$ cat config.mk
export PLATFORM = sky130hd
export DESIGN_NAME = exc_seq
export DESIGN_NICKNAME = d
export VERILOG_FILES = /design/src/rtl/exc_seq.sv
export SDC_FILE = /design/constraint.sdc
export NUM_CORES = 1
export LEC_CHECK = 0
export ABC_AREA = 0
export CAP_MARGIN = 20
export CORE_MARGIN = 1
export CORE_UTILIZATION = 49
export DETAILED_ROUTE_END_ITERATION = 6
export GPL_TIMING_DRIVEN = 0
export PLACE_DENSITY = 0.86
export SETUP_SLACK_MARGIN = 0.5
export SLEW_MARGIN = 0
export SYNTH_ARGS = -nofsm -noshare
export SYNTH_HDL_FRONTEND = slang
export SYNTH_SLANG_ARGS = --single-unit
$ cat constraint.sdc
create_clock -name clk -period 5.15 [get_ports clk]
set_input_delay 1.03 -clock clk [delete_from_list [all_inputs] [get_ports clk]]
set_output_delay 1.03 -clock clk [all_outputs]
set_load 0.01 [all_outputs]
$ cat src/rtl/exc_seq.sv
// Exception/ERET sequencer in front of the CP0 write port: it captures a MEM-stage event, stalls
// the pipeline, issues the CP0 writes one per cycle and finishes with a one-cycle flush.
module exc_seq #(
  parameter logic [31:0] EXC_VECTOR = 32'hBFC00380
) (
  input  logic        clk,
  input  logic        resetn,
  input  logic        mem_valid,
  input  logic [31:0] mem_pc,
  input  logic        mem_bd,
  input  logic        mem_exc,
  input  logic [4:0]  mem_exccode,
  input  logic [31:0] mem_badvaddr,
  input  logic        mem_eret,
  input  logic        mtc0_wen,
  input  logic [7:0]  mtc0_addr,
  input  logic [31:0] mtc0_wdata,
  input  logic [31:0] cp0_status,
  input  logic [31:0] cp0_cause,
  input  logic [31:0] cp0_epc,
  output logic        cp0_wen,
  output logic [7:0]  cp0_addr,
  output logic [31:0] cp0_wdata,
  output logic        busy,
  output logic        flush,
  output logic [31:0] redirect_pc
);

  localparam logic [7:0] AddrBadv   = 8'h40;
  localparam logic [7:0] AddrStatus = 8'h60;
  localparam logic [7:0] AddrCause  = 8'h68;
  localparam logic [7:0] AddrEpc    = 8'h70;

  typedef enum logic [2:0] {
    StIdle,
    StWEpc,
    StWBadv,
    StWCause,
    StWStatus,
    StWEret
  } state_e;

  state_e      state_q, state_d;
  logic [31:0] pc_q, badvaddr_q, status_q, cause_q, epc_q;
  logic        bd_q, exl_q;
  logic [4:0]  exccode_q;

  logic        int_pend, ev_int, ev_exc, ev_eret, accept;
  logic [4:0]  acc_exccode;
  logic        acc_needs_badv, needs_badv;

  assign int_pend = (|(cp0_cause[15:8] & cp0_status[15:8])) & cp0_status[0] & ~cp0_status[1];
  assign ev_int   = mem_valid & int_pend;
  assign ev_exc   = mem_valid & ~int_pend & mem_exc;
  assign ev_eret  = mem_valid & ~int_pend & ~mem_exc & mem_eret;
  assign accept   = (state_q == StIdle) & (ev_int | ev_exc | ev_eret);

  // An interrupt overrides whatever exception the instruction carried.
  assign acc_exccode    = ev_int ? 5'd0 : mem_exccode;
  assign acc_needs_badv = (acc_exccode == 5'd4) | (acc_exccode == 5'd5);
  assign needs_badv     = (exccode_q == 5'd4) | (exccode_q == 5'd5);

  always_ff @(posedge clk or negedge resetn) begin
    if (!resetn) begin
      state_q    <= StIdle;
      pc_q       <= '0;
      bd_q       <= 1'b0;
      exccode_q  <= '0;
      badvaddr_q <= '0;
      exl_q      <= 1'b0;
      status_q   <= '0;
      cause_q    <= '0;
      epc_q      <= '0;
    end else begin
      state_q <= state_d;
      if (accept) begin
        pc_q       <= mem_pc;
        bd_q       <= mem_bd;
        exccode_q  <= acc_exccode;
        badvaddr_q <= mem_badvaddr;
        exl_q      <= cp0_status[1];
        status_q   <= cp0_status;
        cause_q    <= cp0_cause;
        epc_q      <= cp0_epc;
      end
    end
  end

  always_comb begin
    state_d     = state_q;
    cp0_wen     = 1'b0;
    cp0_addr    = '0;
    cp0_wdata   = '0;
    busy        = 1'b1;
    flush       = 1'b0;
    redirect_pc = '0;
    case (state_q)
      StIdle: begin
        busy = accept;
        if (accept) begin
          // The MTC0 of the accept cycle is dropped; the pipeline replays it if needed.
          if (ev_eret) begin
            state_d = StWEret;
          end else if (!cp0_status[1]) begin
            state_d = StWEpc;
          end else if (acc_needs_badv) begin
            state_d = StWBadv;
          end else begin
            state_d = StWCause;
          end
        end else begin
          cp0_wen   = mtc0_wen;
          cp0_addr  = mtc0_addr;
          cp0_wdata = mtc0_wdata;
        end
      end
      StWEpc: begin
        cp0_wen   = 1'b1;
        cp0_addr  = AddrEpc;
        cp0_wdata = bd_q ? (pc_q - 32'd4) : pc_q;
        state_d   = needs_badv ? StWBadv : StWCause;
      end
      StWBadv: begin
        cp0_wen   = 1'b1;
        cp0_addr  = AddrBadv;
        cp0_wdata = badvaddr_q;
        state_d   = StWCause;
      end
      StWCause: begin
        cp0_wen   = 1'b1;
        cp0_addr  = AddrCause;
        // A nested exception keeps the BD bit of the original one.
        cp0_wdata = {exl_q ? cause_q[31] : bd_q, cause_q[30:7], exccode_q, cause_q[1:0]};
        state_d   = StWStatus;
      end
      StWStatus: begin
        cp0_wen     = 1'b1;
        cp0_addr    = AddrStatus;
        cp0_wdata   = status_q | 32'h2;
        flush       = 1'b1;
        redirect_pc = EXC_VECTOR;
        state_d     = StIdle;
      end
      StWEret: begin
        cp0_wen     = 1'b1;
        cp0_addr    = AddrStatus;
        cp0_wdata   = status_q & ~32'h2;
        flush       = 1'b1;
        redirect_pc = epc_q;
        state_d     = StIdle;
      end
      default: begin
        busy    = 1'b0;
        state_d = StIdle;
      end
    endcase
  end

endmodule

==> results of run 1 <==
-- power groups by stage --
stage          combinational (uW)  clock (uW)  sequential, uW
6_report                     3640        1330            2410
3_3_place_gp                 3520           0            2380
2_1_floorplan                2100           0            2280
5_1_grt                      3890        1390            2490
3_5_place_dp                 3580           0            2410
4_1_cts                      3640        1350            2400
-- final timing paths --
check | startpoint | to | depth (start not counted)
hold / removal | epc_q[6]$_DFFE_PN0P_ | epc_q[6]$_DFFE_PN0P_ | 1
min in group asynchronous | resetn | badvaddr_q[15]$_DFFE_PN0P_ | 1
max in group asynchronous | resetn | cause_q[28]$_DFFE_PN0P_ | 2
setup reg to reg | state_q[2]$_DFFE_PN0P_ | cause_q[16]$_DFFE_PN0P_ | 6
hold reg to reg | epc_q[6]$_DFFE_PN0P_ | epc_q[6]$_DFFE_PN0P_ | 1
setup / recovery | cp0_cause[14] | cp0_wdata[9] | 9
-- layer usage --
| layer | part of all wire [%] | up-vias | track usage [%] |
|---|---|---|---|
| met5 | 0 | - | 0 |
| met4 | 3.0 | 0 | 13.01 |
| met3 | 7.2 | 55 | 8.063 |
| met2 | 50 | 303 | 52.81 |
| met1 | 40 | 3466 | 38.48 |
| li1 | - | 3093 | - |
-- registers in the layout, indices dropped and copies added (netlist names) --
| name | count |
|---|---|
| badvaddr_q | 32 |
| exccode_q | 5 |
| pc_q | 32 |
| state_q | 3 |
| epc_q | 32 |
| status_q | 32 |
| cause_q | 27 |
| bd_q | 1 |
-- worst reg2reg max path: stages, from the launching register on --
cell      delay [ps]
dfrtp_1          360
clkbuf_1         240
nor3_1           450
o21a_1           240
clkbuf_1         410
buf_2            440
mux2_2           390
-- cells by family (layout without fill, tap and decap cells) --
family                   after synthesis  count (layout)  share of synthesized area (%)
other                                  0               2                              0
AND/OR/NAND/NOR                      133             133                          9.253
buffers and inverters                 48             367                          2.650
flip-flops                           164             164                          50.25
multiplexers                         188             188                          25.46
adder cells (fa/ha/maj)                1               1                         0.1532
XOR/XNOR                              26              26                          2.788
AO/OA/AOI/OAI                        106             106                          9.452
-- per-stage QoR --
| step | TNS (ps) | setup slack (ps) | util [%] | instances |
|---|---|---|---|---|
| after floorplan | 0 | 1559 | - | 666 |
| after global placement | -623370 | -3783 | 70.06 | 1163 |
| after detailed placement | -5152 | -279.0 | 70.27 | 1164 |
| after CTS | 0 | 469.8 | 74.40 | 1198 |
| after global routing | 0 | 462.2 | 74.76 | 1203 |
| final | 0 | 592.2 | 74.76 | 1203 |
-- cells in the final DEF, fill, tap and decap left out, types with 3 or more instances in the layout --
| cell type | count |
|---|---|
| nor2_1 | 35 |
| mux2i_1 | 30 |
| nand4_1 | 3 |
| o21ai_1 | 8 |
| o21ai_0 | 26 |
| buf_2 | 14 |
| nor4_1 | 4 |
| dlymetal6s2s_1 | 5 |
| dfrtp_1 | 164 |
| a21oi_1 | 4 |
| a221o_1 | 10 |
| xnor2_1 | 22 |
| nor3_1 | 16 |
| a221oi_1 | 22 |
| and2_1 | 5 |
| nand3b_1 | 3 |
| bufinv_16 | 3 |
| and3_1 | 21 |
| inv_6 | 3 |
| clkbuf_16 | 17 |
| clkinvlp_4 | 5 |
| buf_4 | 6 |
| or3_1 | 6 |
| a22oi_1 | 5 |
| inv_1 | 3 |
| a21o_1 | 12 |
| clkdlybuf4s50_1 | 275 |
| nand2_1 | 18 |
| buf_6 | 5 |
| mux2_2 | 158 |
| xor2_1 | 4 |
| clkbuf_1 | 22 |
| a22o_1 | 8 |
-- final cells by class --
| type | instances | area share (%) |
|---|---|---|
| inverter | 3 | 0.09380 |
| sequential | 164 | 34.18 |
| clock buffer | 18 | 3.658 |
| tap | 216 | 2.251 |
| timing repair buffer | 287 | 24.12 |
| clock inverter | 14 | 1.470 |
| antenna | 2 | 0.04169 |
| buffer | 45 | 1.918 |
| multi-input combinational | 454 | 32.27 |
-- what timing repair did --
item                                    4_1_cts  5_1_grt
setup buffers                                 2        3
pin swaps                                     1        1
endpoints found under the setup margin       39       30
resized for setup                            10       14
hold buffers                                  0        0
gates cloned                                  0        0
==> run_results.csv, run 1 <==
group,metric,value,unit
placement,hpwl,19.02,mm
clock_tree,clock_path_buffers,2,
sta,maxSlewViolCount,0,
die,start_util,50.86,%
power,p_int,4702,uW
sta,period_share,88.50,%
worst_setup_path,crit_path_frequent_cell,"clkdlybuf4s50_1",
worst_setup_path,path_max_fanout,10,
worst_setup_path,cp.buffers_inverters,4,
die,die_area,0.01719,mm^2
sta,holdWs,502.9,ps
power,seqPwrFrac,32.6,%
finish,regArea,0.004104,mm^2
worst_hold_path,hold_class,"flip-flop to flip-flop",
synth,synth-warning-count,0,
drt,ant_nets,0,
power,pwr-share-comb,49.4,%
synth,synth_most_common_cell,"dfrtp_1",
power,p_per_area,614.3,mW/mm^2
worst_setup_path,crit_required,4120,ps
power,p_switching,2673,uW
clock_tree,clk-insertion-delay-late,430,ps
clock_tree,cts_buffers,17,
drt,firstDrtPassIters,5,
clock_tree,clock-root-buffer,"clkbuf_16",
power,p_clk_share,18.0,%
worst_setup_path,critPathCaptureType,"primary output",
drt,num_vias,6917,
clock_tree,htreeDepth,4,
finish,fillCellCount,1079,
global_routing,grtUsageTotal,31.47,%
synth,ys_types,52,
die,ios,287,
drt,drc,0,
drt,wl,26.26,mm
power,switching_share,36.24,%
synth,syn_nets,879,
synth,synth_edf_count,0,
drt,via_per_inst,5.750,
synth,async_flop_share,100.0,%
clock_tree,cts_tree,"done",
finish,drive_above_1_share,23.35,%
global_routing,grt_pass1_wl,40.97,mm
drt,wire_per_inst,21.82,um
sta,finClkSkew,8.282,ps
worst_setup_path,critPathSlowestCell,"clkdlybuf4s50_1",
synth,ys_seq_elements,164,
worst_setup_path,path_class,"input port to primary output",
die,fp.dieH,131.1,um
synth,syn_area_per_cell,12.26,um^2
global_routing,overflow,0,
synth,syn_area,0.008168,mm^2
worst_setup_path,crit_path_start_kind,"input port",
placement,portBuffers,281,
die,num_rows,46,
power,p_leak,0.005038,uW
worst_setup_path,rrSetupSlack,2530,ps
synth,postSynthCellCount,666,
sta,clock.fmax,0.2194,GHz
finish,final_cell_area,0.01201,mm^2
synth,yosysSeqAreaShare,50.25,%
placement,placed_cell_area,0.01128,mm^2
sta,rsz0062_at_grt,"yes",
synth,ys.flop_type,"dfrtp_1",
status,outcome,"finished, final reports clean",
finish,layout.nets,1185,
sta,min_period,4558,ps
synth,netlist_top_cells_area,"dfrtp_1 (50%), mux2_2 (22%), mux2i_1 (3.7%), a221oi_1 (2.4%), xnor2_1 (2.4%)",
sta,setup_viol,0,
clock_tree,cts.sinks,164,
global_routing,antenna_found_initial,1,
power,ir_drop,0.3358,mV
worst_setup_path,cp_top_family,"buffers and inverters",
synth,synth_top_cells_by_count,"dfrtp_1 (164), mux2_2 (158), nor2_1 (36), mux2i_1 (30), clkbuf_1 (27)",
finish,multi_input_area,0.003874,mm^2
drt,drtIter0Drc,407,
finish,area_growth,46.98,%
synth,yosysTopAreaCell,"dfrtp_1",
sta,max_slew_margin,27.98,%
power,finalPower,7375,uW
die,core,0.01606,mm^2
worst_setup_path,arrival,3530,ps
global_routing,grt_max_degree,86,
run,drv_cap,0,
die,die_w,131.1,um
placement,gp_congestion,0.8865,
global_routing,grt_pass1_vias,7343,
sta,tightestPinTransition,1080,ps
synth,netlist.area_leader.share,50.25,%
worst_setup_path,cp_slowest_stage_delay,590,ps
clock_tree,clkTransAtPathRegs,60,ps
sta,hold_viol,0,
worst_setup_path,path_cells,"clkdlybuf4s50_1 > a22oi_1 > nand4_1 > a311oi_4 > buf_4 > buf_6 > a221oi_1 > o21ai_0 > clkdlybuf4s50_1",
Note: power is estimated with default switching activity, not from simulation.
==> inputs of run 2 (changes only) <==
- CORE_UTILIZATION: 49 -> 46
- PLACE_DENSITY: 0.86 -> 0.81
- clock period: 5.15 -> 4.6 ns (I/O delays scaled with it)
==> run 2 against run 1 <==
  * Non-clock buffer count grew 2
  * Sequential cell count is the same
  * Clock power grew 5%
==> run_results.csv, run 2 (synthesis results as in run 1) <==
group,metric,value,unit
die,die_w,135.3,um
finish,final_common_cell,"clkdlybuf4s50_1",
clock_tree,cts_tree,"done",
global_routing,antenna_found_initial,1,
finish,fillCellCount,1319,
sta,period_share,89.98,%
run,drv_cap,0,
drt,ant_nets,0,
global_routing,grtUsageTotal,30.36,%
drt,wl,26.82,mm
worst_setup_path,crit_required,3680,ps
global_routing,grt_pass1_vias,7173,
sta,holdWs,458.9,ps
worst_setup_path,rrSetupSlack,2020,ps
sta,maxSlewViolCount,0,
die,num_rows,48,
placement,portBuffers,281,
finish,regArea,0.004104,mm^2
die,core,0.01730,mm^2
sta,rsz0062_at_grt,"yes",
global_routing,grt.busiest_layer,"met2",
drt,num_vias,6785,
power,p_int,5036,uW
global_routing,met1_usage,37.75,%
finish,final_cell_mix,"clkdlybuf4s50_1 (252), dfrtp_1 (164), mux2_2 (158)",
drt,via_per_inst,5.594,
clock_tree,clock_path_buffers,2,
worst_setup_path,crit_path_start_kind,"input port",
global_routing,grt_pass1_wl,40.57,mm
worst_setup_path,arrival,3220,ps
sta,hold_viol,0,
clock_tree,cts.sinks,164,
placement,placed_cells,1173,
drt,drtIter0Drc,371,
finish,instances_no_fill,1213,
global_routing,met3_usage,8.866,%
global_routing,grt_max_degree,85,
worst_setup_path,path_class,"input port to primary output",
power,ir_drop,0.3312,mV
die,start_util,47.22,%
placement,gp_congestion,0.8448,
finish,drive_above_1_share,25.43,%
clock_tree,htreeDepth,4,
worst_hold_path,hold_class,"input port to async pin",
sta,max_slew_margin,38.89,%
placement,placed_cell_area,0.01129,mm^2
power,p_clk_share,17.2,%
finish,multi_input_area,0.003946,mm^2
sta,setup_viol,0,
power,p_switching,3039,uW
sta,clock.fmax,0.2416,GHz
drt,wire_per_inst,22.11,um
finish,final_core_util,69.65,%
die,fp.dieH,135.3,um
power,switching_share,37.63,%
clock_tree,clock-root-buffer,"clkbuf_16",
sta,tightestPinTransition,914.7,ps
clock_tree,cts_buffers,17,
clock_tree,cts_hold_buf,0,
die,ios,287,
status,outcome,"finished, final reports clean",
power,pwr-share-comb,49.1,%
power,p_per_area,670.3,mW/mm^2
worst_setup_path,path_max_fanout,7,
drt,firstDrtPassIters,5,
finish,final_cell_area,0.01205,mm^2
global_routing,gr-usage-met2,49.69,%
finish,layout.nets,1187,
power,p_leak,0.005120,uW
worst_setup_path,critPathCaptureType,"primary output",
global_routing,overflow,0,
sta,min_period,4139,ps
power,seqPwrFrac,33.7,%
clock_tree,clkTransAtPathRegs,70,ps
clock_tree,clk-insertion-delay-late,440,ps
die,die_area,0.01829,mm^2
sta,finClkSkew,10.14,ps
finish,area_growth,47.50,%
drt,drc,0,
placement,hpwl,19.15,mm
## run 2: cell types whose count changed in the layout (fill, tap and decap cells not counted), sizes merged
| cell | before | now |
|---|---|---|
| buf | 28 | 27 |
| bufinv | 3 | 1 |
| clkbuf | 42 | 46 |
| clkdlybuf4s50 | 275 | 252 |
| diode | 2 | 1 |
| dlygate4sd2 | 0 | 24 |
| dlymetal6s2s | 5 | 4 |
| inv | 6 | 7 |
## run 2: layer usage
layer	routed length (um)	vias up
met1	10880	3349
li1	-	3088
met4	737	0
met3	2174	51
met2	13030	297
met5	0	-
## run 2: area by class of cell
cell class | instances | share of cell area [%]
diodes | 1 | 0.02077
plain buffers | 45 | 2.098
clock buffers | 19 | 3.676
clock inverters | 13 | 1.039
inverters | 3 | 0.09347
multi-input cells | 454 | 32.76
flip-flops and latches | 164 | 34.06
well taps | 225 | 2.337
repair buffers | 289 | 23.92
## run 2: worst max-delay path, cell delays in order
cell and delay [ps]:
clkdlybuf4s50_1 450, a22oi_1 200, nand4_1 230, a311oi_4 290, buf_6 180, clkbuf_8 180
a221oi_2 80, o21ai_1 120, clkdlybuf4s50_1 560
## run 2: stage by stage
stage	setup slack (ps)	setup TNS, ps	total power (uW)
floorplan	1229	0	4900
global placement	-4257	-711130	6624
detailed placement	-648.8	-14990	6717
CTS	396.5	0	8068
global route	378.7	0	8509
finish	461.1	0	8075
## run 2: worst paths after layout
kind,endpoint,startpoint,cells after the start
setup / recovery,cp0_wdata[17],cp0_cause[10],9
hold / removal,epc_q[14]$_DFFE_PN0P_,resetn,1
setup reg to reg,cause_q[1]$_DFFE_PN0P_,state_q[2]$_DFFE_PN0P_,6
hold reg to reg,epc_q[2]$_DFFE_PN0P_,epc_q[2]$_DFFE_PN0P_,1
max in group asynchronous,badvaddr_q[14]$_DFFE_PN0P_,resetn,2
min in group clk,epc_q[2]$_DFFE_PN0P_,epc_q[2]$_DFFE_PN0P_,1
## run 2: what timing repair did
item / in CTS / in global routing
cloned: 1 / 0
setup endpoints to repair: 58 / 24
resized for setup: 55 / 16
buffers inserted: 4 / 2
pin swaps: 3 / 2
## run 2: power groups by stage
stage                     sequential, uW  clock, uW  combinational, uW
after floorplan                     2550          0               2350
after global placement              2670          0               3950
after detailed placement            2710          0               4010
after CTS                           2710       1400               3950
after global routing                2820       1460               4230
final                               2720       1390               3960
